File: src/rtl/fetch_stage_if.sv
// rtl/fetch_stage_if.sv - fetch stage bus: redirect/stall control, instruction memory port and IF/ID outputs
interface fetch_stage_if;
  logic        pc_sel;
  logic [31:0] alu_target;
  logic        stall;
  logic [31:0] imem_addr;
  logic [31:0] imem_rdata;
  logic [31:0] if_id_pc;
  logic [31:0] if_id_inst;
  logic        if_id_valid;

  modport master (
    input  pc_sel, alu_target, stall, imem_rdata,
    output imem_addr, if_id_pc, if_id_inst, if_id_valid
  );

  modport slave (
    output pc_sel, alu_target, stall, imem_rdata,
    input  imem_addr, if_id_pc, if_id_inst, if_id_valid
  );
endinterface

File: src/rtl/fetch_stage.sv
// rtl/fetch_stage.sv - instruction fetch: PC register, HOLD/RUN sequencer and IF/ID register
// Optional flush counter output enabled by macro FETCH_FLUSH_COUNT_EN.
module fetch_stage #(
  parameter logic [31:0] RESET_PC = 32'h0100_0000,
  parameter logic [31:0] NOP_INST = 32'h0000_0013
) (
  input  logic               clock,
  input  logic               reset,
  fetch_stage_if.master      bus
`ifdef FETCH_FLUSH_COUNT_EN
  ,
  output logic [31:0]        flush_count
`endif
);

  typedef enum logic {HOLD, RUN} state_t;

  state_t      state_q, state_d;
  logic [31:0] pc_q, pc_d;
  logic [31:0] if_pc_q, if_pc_d;
  logic [31:0] if_inst_q, if_inst_d;
  logic        if_valid_q, if_valid_d;
  logic        redirect;

  always_comb begin
    state_d    = state_q;
    pc_d       = pc_q;
    if_pc_d    = if_pc_q;
    if_inst_d  = if_inst_q;
    if_valid_d = if_valid_q;
    redirect   = 1'b0;
    case (state_q)
      HOLD: begin
        state_d    = RUN;
        if_inst_d  = NOP_INST;
        if_valid_d = 1'b0;
      end
      RUN: begin
        // A redirect wins over stall; the fetched word on the wrong path becomes a bubble.
        if (bus.pc_sel) begin
          redirect   = 1'b1;
          pc_d       = bus.alu_target & 32'hFFFF_FFFC;
          if_pc_d    = pc_q;
          if_inst_d  = NOP_INST;
          if_valid_d = 1'b0;
        end else if (!bus.stall) begin
          pc_d       = pc_q + 32'd4;
          if_pc_d    = pc_q;
          if_inst_d  = bus.imem_rdata;
          if_valid_d = 1'b1;
        end
      end
      default: state_d = HOLD;
    endcase
  end

  always_ff @(posedge clock) begin
    if (reset) begin
      state_q    <= HOLD;
      pc_q       <= RESET_PC;
      if_pc_q    <= 32'h0;
      if_inst_q  <= NOP_INST;
      if_valid_q <= 1'b0;
    end else begin
      state_q    <= state_d;
      pc_q       <= pc_d;
      if_pc_q    <= if_pc_d;
      if_inst_q  <= if_inst_d;
      if_valid_q <= if_valid_d;
    end
  end

  assign bus.imem_addr   = pc_q & 32'hFFFF_FFFC;
  assign bus.if_id_pc    = if_pc_q;
  assign bus.if_id_inst  = if_inst_q;
  assign bus.if_id_valid = if_valid_q;

`ifdef FETCH_FLUSH_COUNT_EN
  logic [31:0] flush_cnt_q, flush_cnt_d;

  always_comb begin
    flush_cnt_d = flush_cnt_q;
    if (redirect && flush_cnt_q != 32'hFFFF_FFFF)
      flush_cnt_d = flush_cnt_q + 32'd1;
  end

  always_ff @(posedge clock) begin
    if (reset)
      flush_cnt_q <= 32'h0;
    else
      flush_cnt_q <= flush_cnt_d;
  end

  assign flush_count = flush_cnt_q;
`else
  logic unused_redirect;
  assign unused_redirect = redirect;
`endif

endmodule

File: src/flat_wrapper.sv
// flat-port wrapper written by rule: the top's interface ports become plain ports
module fetch_stage_flat 
#(
  parameter logic [31:0] RESET_PC = 32'h0100_0000,
  parameter logic [31:0] NOP_INST = 32'h0000_0013
)
  (clock, reset, bus_pc_sel, bus_alu_target, bus_stall, bus_imem_rdata, bus_imem_addr, bus_if_id_pc, bus_if_id_inst, bus_if_id_valid);
  fetch_stage_if bus_i ();
  input  logic clock;
  input  logic reset;
  input wire logic [$bits(bus_i.pc_sel)-1:0] bus_pc_sel;
  input wire logic [$bits(bus_i.alu_target)-1:0] bus_alu_target;
  input wire logic [$bits(bus_i.stall)-1:0] bus_stall;
  input wire logic [$bits(bus_i.imem_rdata)-1:0] bus_imem_rdata;
  output wire logic [$bits(bus_i.imem_addr)-1:0] bus_imem_addr;
  output wire logic [$bits(bus_i.if_id_pc)-1:0] bus_if_id_pc;
  output wire logic [$bits(bus_i.if_id_inst)-1:0] bus_if_id_inst;
  output wire logic [$bits(bus_i.if_id_valid)-1:0] bus_if_id_valid;
  assign bus_i.pc_sel = bus_pc_sel;
  assign bus_i.alu_target = bus_alu_target;
  assign bus_i.stall = bus_stall;
  assign bus_i.imem_rdata = bus_imem_rdata;
  assign bus_imem_addr = bus_i.imem_addr;
  assign bus_if_id_pc = bus_i.if_id_pc;
  assign bus_if_id_inst = bus_i.if_id_inst;
  assign bus_if_id_valid = bus_i.if_id_valid;
  fetch_stage #(.RESET_PC(RESET_PC), .NOP_INST(NOP_INST)) u_core (.clock(clock), .reset(reset), .bus(bus_i));
endmodule
File: config.mk
export PLATFORM = sky130hd
export DESIGN_NAME = fetch_stage_flat
export DESIGN_NICKNAME = d
export VERILOG_FILES = /design/src/rtl/fetch_stage_if.sv /design/src/rtl/fetch_stage.sv /design/src/flat_wrapper.sv
export SDC_FILE = /design/constraint.sdc
export NUM_CORES = 1
export LEC_CHECK = 0
export CAP_MARGIN = 30
export CORE_ASPECT_RATIO = 1.75
export CORE_UTILIZATION = 47
export CTS_CLUSTER_DIAMETER = 30
export DETAILED_ROUTE_END_ITERATION = 10
export GPL_ROUTABILITY_DRIVEN = 0
export PLACE_DENSITY = 0.84
export SLEW_MARGIN = 20
export SYNTH_ARGS = -nofsm -noshare
export SYNTH_HDL_FRONTEND = slang
export SYNTH_SLANG_ARGS = --single-unit
File: constraint.sdc
create_clock -name clock -period 2.9 [get_ports clock]
set_clock_uncertainty 0.05 [all_clocks]
set_input_delay 0.58 -clock clock [delete_from_list [all_inputs] [get_ports clock]]
set_output_delay 0.58 -clock clock [all_outputs]
set_load 0.01 [all_outputs]
==> impl_table.tex <==
\begin{tabular}{lr}
\hline
Metric & Value \\
\hline
\multicolumn{2}{l}{\textbf{Synthesis}} \\
\quad Synth Area in Compound Gates & about a quarter \\
\quad Most numerous cell types in the synthesized netlist & sky130\_fd\_sc\_hd\_\_nand2\_1 (95), sky130\_fd\_sc\_hd\_\_dfxtp\_1 (94), sky130\_fd\_sc\_hd\_\_a21oi\_1 (48) \\
\quad Yosys cell types & 60 \\
\quad Cell type contributing the most total cell area after synthesis & sky130\_fd\_sc\_hd\_\_dfxtp\_1 \\
\quad Combinational family with the most area after synthesis & compound AO/OA/AOI/OAI gates \\
\quad Post-synthesis area per instance & $\sim$8.0 um2 \\
\quad Cell with the most instances after synthesis & sky130\_fd\_sc\_hd\_\_nand2\_1 \\
\quad Multiplexer share of the synthesized area & under 10\% \\
\quad Share of synthesized cell area in and, or, nand and nor gates & 24.0\% \\
\quad Yosys top cell area share & roughly 44\% \\
\quad Main flop type after synthesis & sky130\_fd\_sc\_hd\_\_dfxtp\_1 \\
\quad Instance count of the mapped netlist & 527 \\
\quad Mapped cell area & about 4200 um2 \\
\quad Async S/R FF share, synth & 0\% \\
\quad Cell types occupying the most area after synthesis & sky130\_fd\_sc\_hd\_\_dfxtp\_1 (44\%), sky130\_fd\_sc\_hd\_\_nand2\_1 (8.4\%), sky130\_fd\_sc\_hd\_\_a21oi\_1 (5.7\%) \\
\quad Number of synthesized flops with an enable pin & 0 \\
\quad Adder and majority cell fraction of the synthesized area & less than 1\% \\
\quad Xor and xnor fraction of the mapped netlist area & 0\% \\
\quad Yosys warning count & 0 \\
\quad Flip-flop and latch count after synthesis & 94 \\
\quad Sequential share of the synthesized area & roughly 44\% \\
\multicolumn{2}{l}{\textbf{Cells and area}} \\
\quad Nets@finish & 733 \\
\quad Proportion of layout cells with a drive suffix above 1 & $\sim$7.2\% \\
\quad Post-layout instance count excluding filler cells & approximately 790 \\
\quad FF+latch area & $\sim$1900 um2 \\
\quad Synthesis-to-layout area growth & 46.3\% \\
\quad Filler Cells Inserted & between 600 and 700 \\
\quad Count of inserted antenna diode cells & 0 \\
\quad Area occupied by multi-input gates & about 2200 um2 \\
\multicolumn{2}{l}{\textbf{Placement}} \\
\quad Number of buffer cells added on primary ports & 158 \\
\quad Setup WS pre-CTS & approximately 410 ps \\
\quad Number of placed instances, taps included & 770 \\
\quad Detailed placement HPWL & around 9.2 mm \\
\multicolumn{2}{l}{\textbf{Detailed routing}} \\
\quad Residual DRC & 0 \\
\quad Total number of vias & 4616 \\
\quad DR iter-0 viols & 343 \\
\quad Number of optimization iterations in the first detailed-route pass & 5 \\
\quad Routed wire length per instance & between 15 and 20 um \\
\quad Vias per inst & 5.87 \\
\quad Final routed wirelength across all metal layers & between 10 and 15 mm \\
\quad Residual antenna-violating net count after detailed routing & 0 \\
\multicolumn{2}{l}{\textbf{Timing}} \\
\quad Total negative slack & 0 ps \\
\quad Number of setup violations in the final report & 0 \\
\quad Worst-case setup margin in the final layout & approximately 700 ps \\
\quad Final hold vios & 0 \\
\quad Worst Max-Slew Pin Slew & $\sim$850 ps \\
\quad Final critical path time including I/O delays and setup & $\sim$2200 ps \\
\quad Maximum clock frequency & $\sim$450 MHz \\
\quad Final period util & approximately 76\% \\
\quad Smallest hold slack & 404 ps \\
\quad Final slew viol count & 0 \\
\quad RSZ-0062 raised after global routing & no \\
\quad Worst rel slew slack & 42.8\% \\
\multicolumn{2}{l}{\textbf{Global routing}} \\
\quad Wire length of the first global-routing pass & about 21 mm \\
\quad Leftover overflow at the end of global routing & 0 \\
\quad Total global routing track utilization & 29.0\% \\
\quad Maximum number of pins on one net before global-route repair & 38 \\
\quad Initial antenna violation count & 0 \\
\quad Number of global-route vias before repair & approximately 4500 \\
\multicolumn{2}{l}{\textbf{Worst setup path}} \\
\quad Crit start category & flop \\
\quad Data arrival time at the worst-slack endpoint & 2400 ps \\
\quad CP Data Required Time & 3090 ps \\
\quad Instance count on the critical path & 4 \\
\quad Worst reg2reg path endpoint & u\_core.pc\_q[29] \\
\quad Worst stage delay on the critical path & 690 ps \\
\quad Crit path buf inv count & 0 \\
\quad R2R Path Start & u\_core.pc\_q[14] \\
\quad Setup CP Type & flop to flop \\
\quad Kind of cell adding the most delay to the critical path & simple AND/OR/NAND/NOR gates \\
\quad Critical-path cell list & nand4\_1 > nor2\_1 > a41oi\_1 > o31a\_1 \\
\quad Reg2reg path depth & 4 \\
\quad Slack of the worst reg-to-reg path & 690 ps \\
\quad Worst-path fanout max & 11 \\
\quad Element type at the critical path end & flop \\
\quad Cell with the biggest individual delay on the critical path & sky130\_fd\_sc\_hd\_\_nor2\_1 \\
\multicolumn{2}{l}{\textbf{Clock network}} \\
\quad Number of CTS-inserted buffers & 9 \\
\quad TritonCTS sink count & 94 \\
\quad Postcts setup bufs & 0 \\
\quad H-tree Lvls & 3 \\
\quad Clock-pin slew on the worst setup and hold paths & 70 ps \\
\quad Maximum clock path buffer count & 2 \\
\quad Clk Latency, worst-skew pair & between 300 and 400 ps \\
\quad Root Buffer & sky130\_fd\_sc\_hd\_\_clkbuf\_16 \\
\quad Resize count post-CTS & 0 \\
\quad TritonCTS clock tree & done \\
\quad Number of hold buffers added after CTS & 0 \\
\multicolumn{2}{l}{\textbf{Pwr}} \\
\quad Comb power frac & 14.4\% \\
\quad Cell Pwr Density & 475 nW/um2 \\
\quad Fraction of power spent switching nets & a little over a quarter \\
\quad Clk network pwr share & between 30\% and 40\% \\
\quad Worst vdd rail ir drop & 0.000365 V \\
\quad Net Switching & 773 uW \\
\quad P\_leak & 2.09 nW \\
\quad Sequential cell fraction of total power & between 40\% and 50\% \\
\quad Internal power of the cells & approximately 2.2 mW \\
\multicolumn{2}{l}{\textbf{Floorplanning}} \\
\quad Boundary Pins & roughly 170 \\
\quad Total Die Area & $\sim$9400 um2 \\
\quad Core area & 8730 um2 \\
\quad Die Width & approximately 74 um \\
\quad Floorplan die height & 128 um \\
\quad Initial core utilization & 48.6\% \\
\quad Number of standard-cell rows in the floorplan & 45 \\
\multicolumn{2}{l}{\textbf{Worst hold path}} \\
\quad Capture endpoint of the worst hold path & u\_core.bus.if\_id\_pc[4] \\
\quad Min-delay src & u\_core.bus.if\_id\_pc[4] \\
\quad Class of the tightest hold or removal check & flop to flop \\
\quad Hold Path Stages & 2 \\
\multicolumn{2}{l}{\textbf{Run status}} \\
\quad Run status & completed \\
\multicolumn{2}{l}{\textbf{Flow run}} \\
\quad Max Cap Violations & 0 \\
\hline
\end{tabular}
worst reg2reg max path: stages (launching register included):
cell	delay [ps]
sky130_fd_sc_hd__dfxtp_1	540
sky130_fd_sc_hd__nand4_1	270
sky130_fd_sc_hd__nor2_1	690
sky130_fd_sc_hd__a41oi_1	220
sky130_fd_sc_hd__o31a_1	330
power by group through the flow:
stage | clock network [mW] | logic [mW] | registers [mW]
finish | 1.12 | 0.425 | 1.40
global route | 1.19 | 0.463 | 1.40
CTS | 1.14 | 0.425 | 1.40
detailed placement | 0 | 0.422 | 1.42
global placement | 0 | 0.414 | 1.42
floorplan | 0 | 0.180 | 1.43
placed cells by master, fill, tap and decap left out, types with 3 or more instances in the layout:
cell | synthesis | routed
sky130_fd_sc_hd__a211oi_1 | 5 | 5
sky130_fd_sc_hd__a21oi_1 | 48 | 47
sky130_fd_sc_hd__a22oi_1 | 31 | 31
sky130_fd_sc_hd__a31oi_1 | 12 | 12
sky130_fd_sc_hd__a32o_1 | 3 | 3
sky130_fd_sc_hd__a41oi_1 | 3 | 3
sky130_fd_sc_hd__and3_1 | 8 | 8
sky130_fd_sc_hd__and4_1 | 3 | 3
sky130_fd_sc_hd__buf_4 | 4 | 13
sky130_fd_sc_hd__clkbuf_16 | 0 | 9
sky130_fd_sc_hd__clkdlybuf4s50_1 | 0 | 157
sky130_fd_sc_hd__clkinvlp_4 | 0 | 4
sky130_fd_sc_hd__conb_1 | 1 | 4
sky130_fd_sc_hd__dfxtp_1 | 94 | 94
sky130_fd_sc_hd__inv_1 | 7 | 7
sky130_fd_sc_hd__nand2_1 | 95 | 94
sky130_fd_sc_hd__nand3_1 | 16 | 16
sky130_fd_sc_hd__nand3b_1 | 3 | 3
sky130_fd_sc_hd__nand4_1 | 12 | 12
sky130_fd_sc_hd__nor2_1 | 45 | 44
sky130_fd_sc_hd__nor3_1 | 11 | 11
sky130_fd_sc_hd__nor4_1 | 7 | 7
sky130_fd_sc_hd__o211ai_1 | 4 | 4
sky130_fd_sc_hd__o21a_1 | 4 | 4
sky130_fd_sc_hd__o21ai_0 | 6 | 6
sky130_fd_sc_hd__o22ai_1 | 5 | 5
sky130_fd_sc_hd__o31ai_1 | 4 | 4
sky130_fd_sc_hd__or3_1 | 5 | 5
kinds of logic (layout without fill, tap and decap cells):
kind of cell | Yosys count | after routing
adder cells (fa/ha/maj) | 1 | 1
multiplexers | 5 | 5
AO/OA/AOI/OAI | 151 | 151
flip-flops | 94 | 94
other | 1 | 4
AND/OR/NAND/NOR | 218 | 218
buffers and inverters | 57 | 196
worst max path at each step:
stage	end	from
2_1_floorplan	u_core.pc_q[20]	u_core.pc_q[2]
3_3_place_gp	u_core.pc_q[17]	bus_pc_sel
3_5_place_dp	u_core.pc_q[25]	bus_pc_sel
4_1_cts	u_core.pc_q[20]	u_core.pc_q[2]
5_1_grt	u_core.pc_q[29]	u_core.pc_q[14]
6_report	u_core.pc_q[29]	u_core.pc_q[14]
per-layer routing:
metal / global-route usage [%] / wire (um) / vias up / share of wire [%]
li1: - / - / 2179 / -
met1: 32.3 / 4870 / 2161 / 37
met2: 49.8 / 6660 / 227 / 51
met3: 7.86 / 976 / 49 / 7.5
met4: 14.1 / 501 / 0 / 3.9
met5: 0 / 0 / - / 0
through the flow:
step	cell area (um2)	utilization (%)	total power, mW
after floorplan	4250	-	1.61
after global placement	5920	67.8	1.84
after detailed placement	5920	67.8	1.85
after CTS	6210	71.1	2.96
after global routing	6210	71.1	3.06
final	6210	71.1	2.95
sequential cells by signal, summed over array words and instances (netlist names):
register	flops
u_core.bus.if_id_pc	30
u_core.state_q	1
u_core.bus.if_id_inst	32
u_core.pc_q	30
u_core.bus.if_id_valid	1
layout make-up:
class                      count  share of cell area (%)
multi-input combinational    379                    34.7
sequential                    94                    30.3
timing repair buffer         173                    27.6
clock buffer                  10                    3.85
tap                          117                    2.36
clock inverter                 6                   0.766
inverter                       7                   0.423
Power figures use the tool's default switching activity.
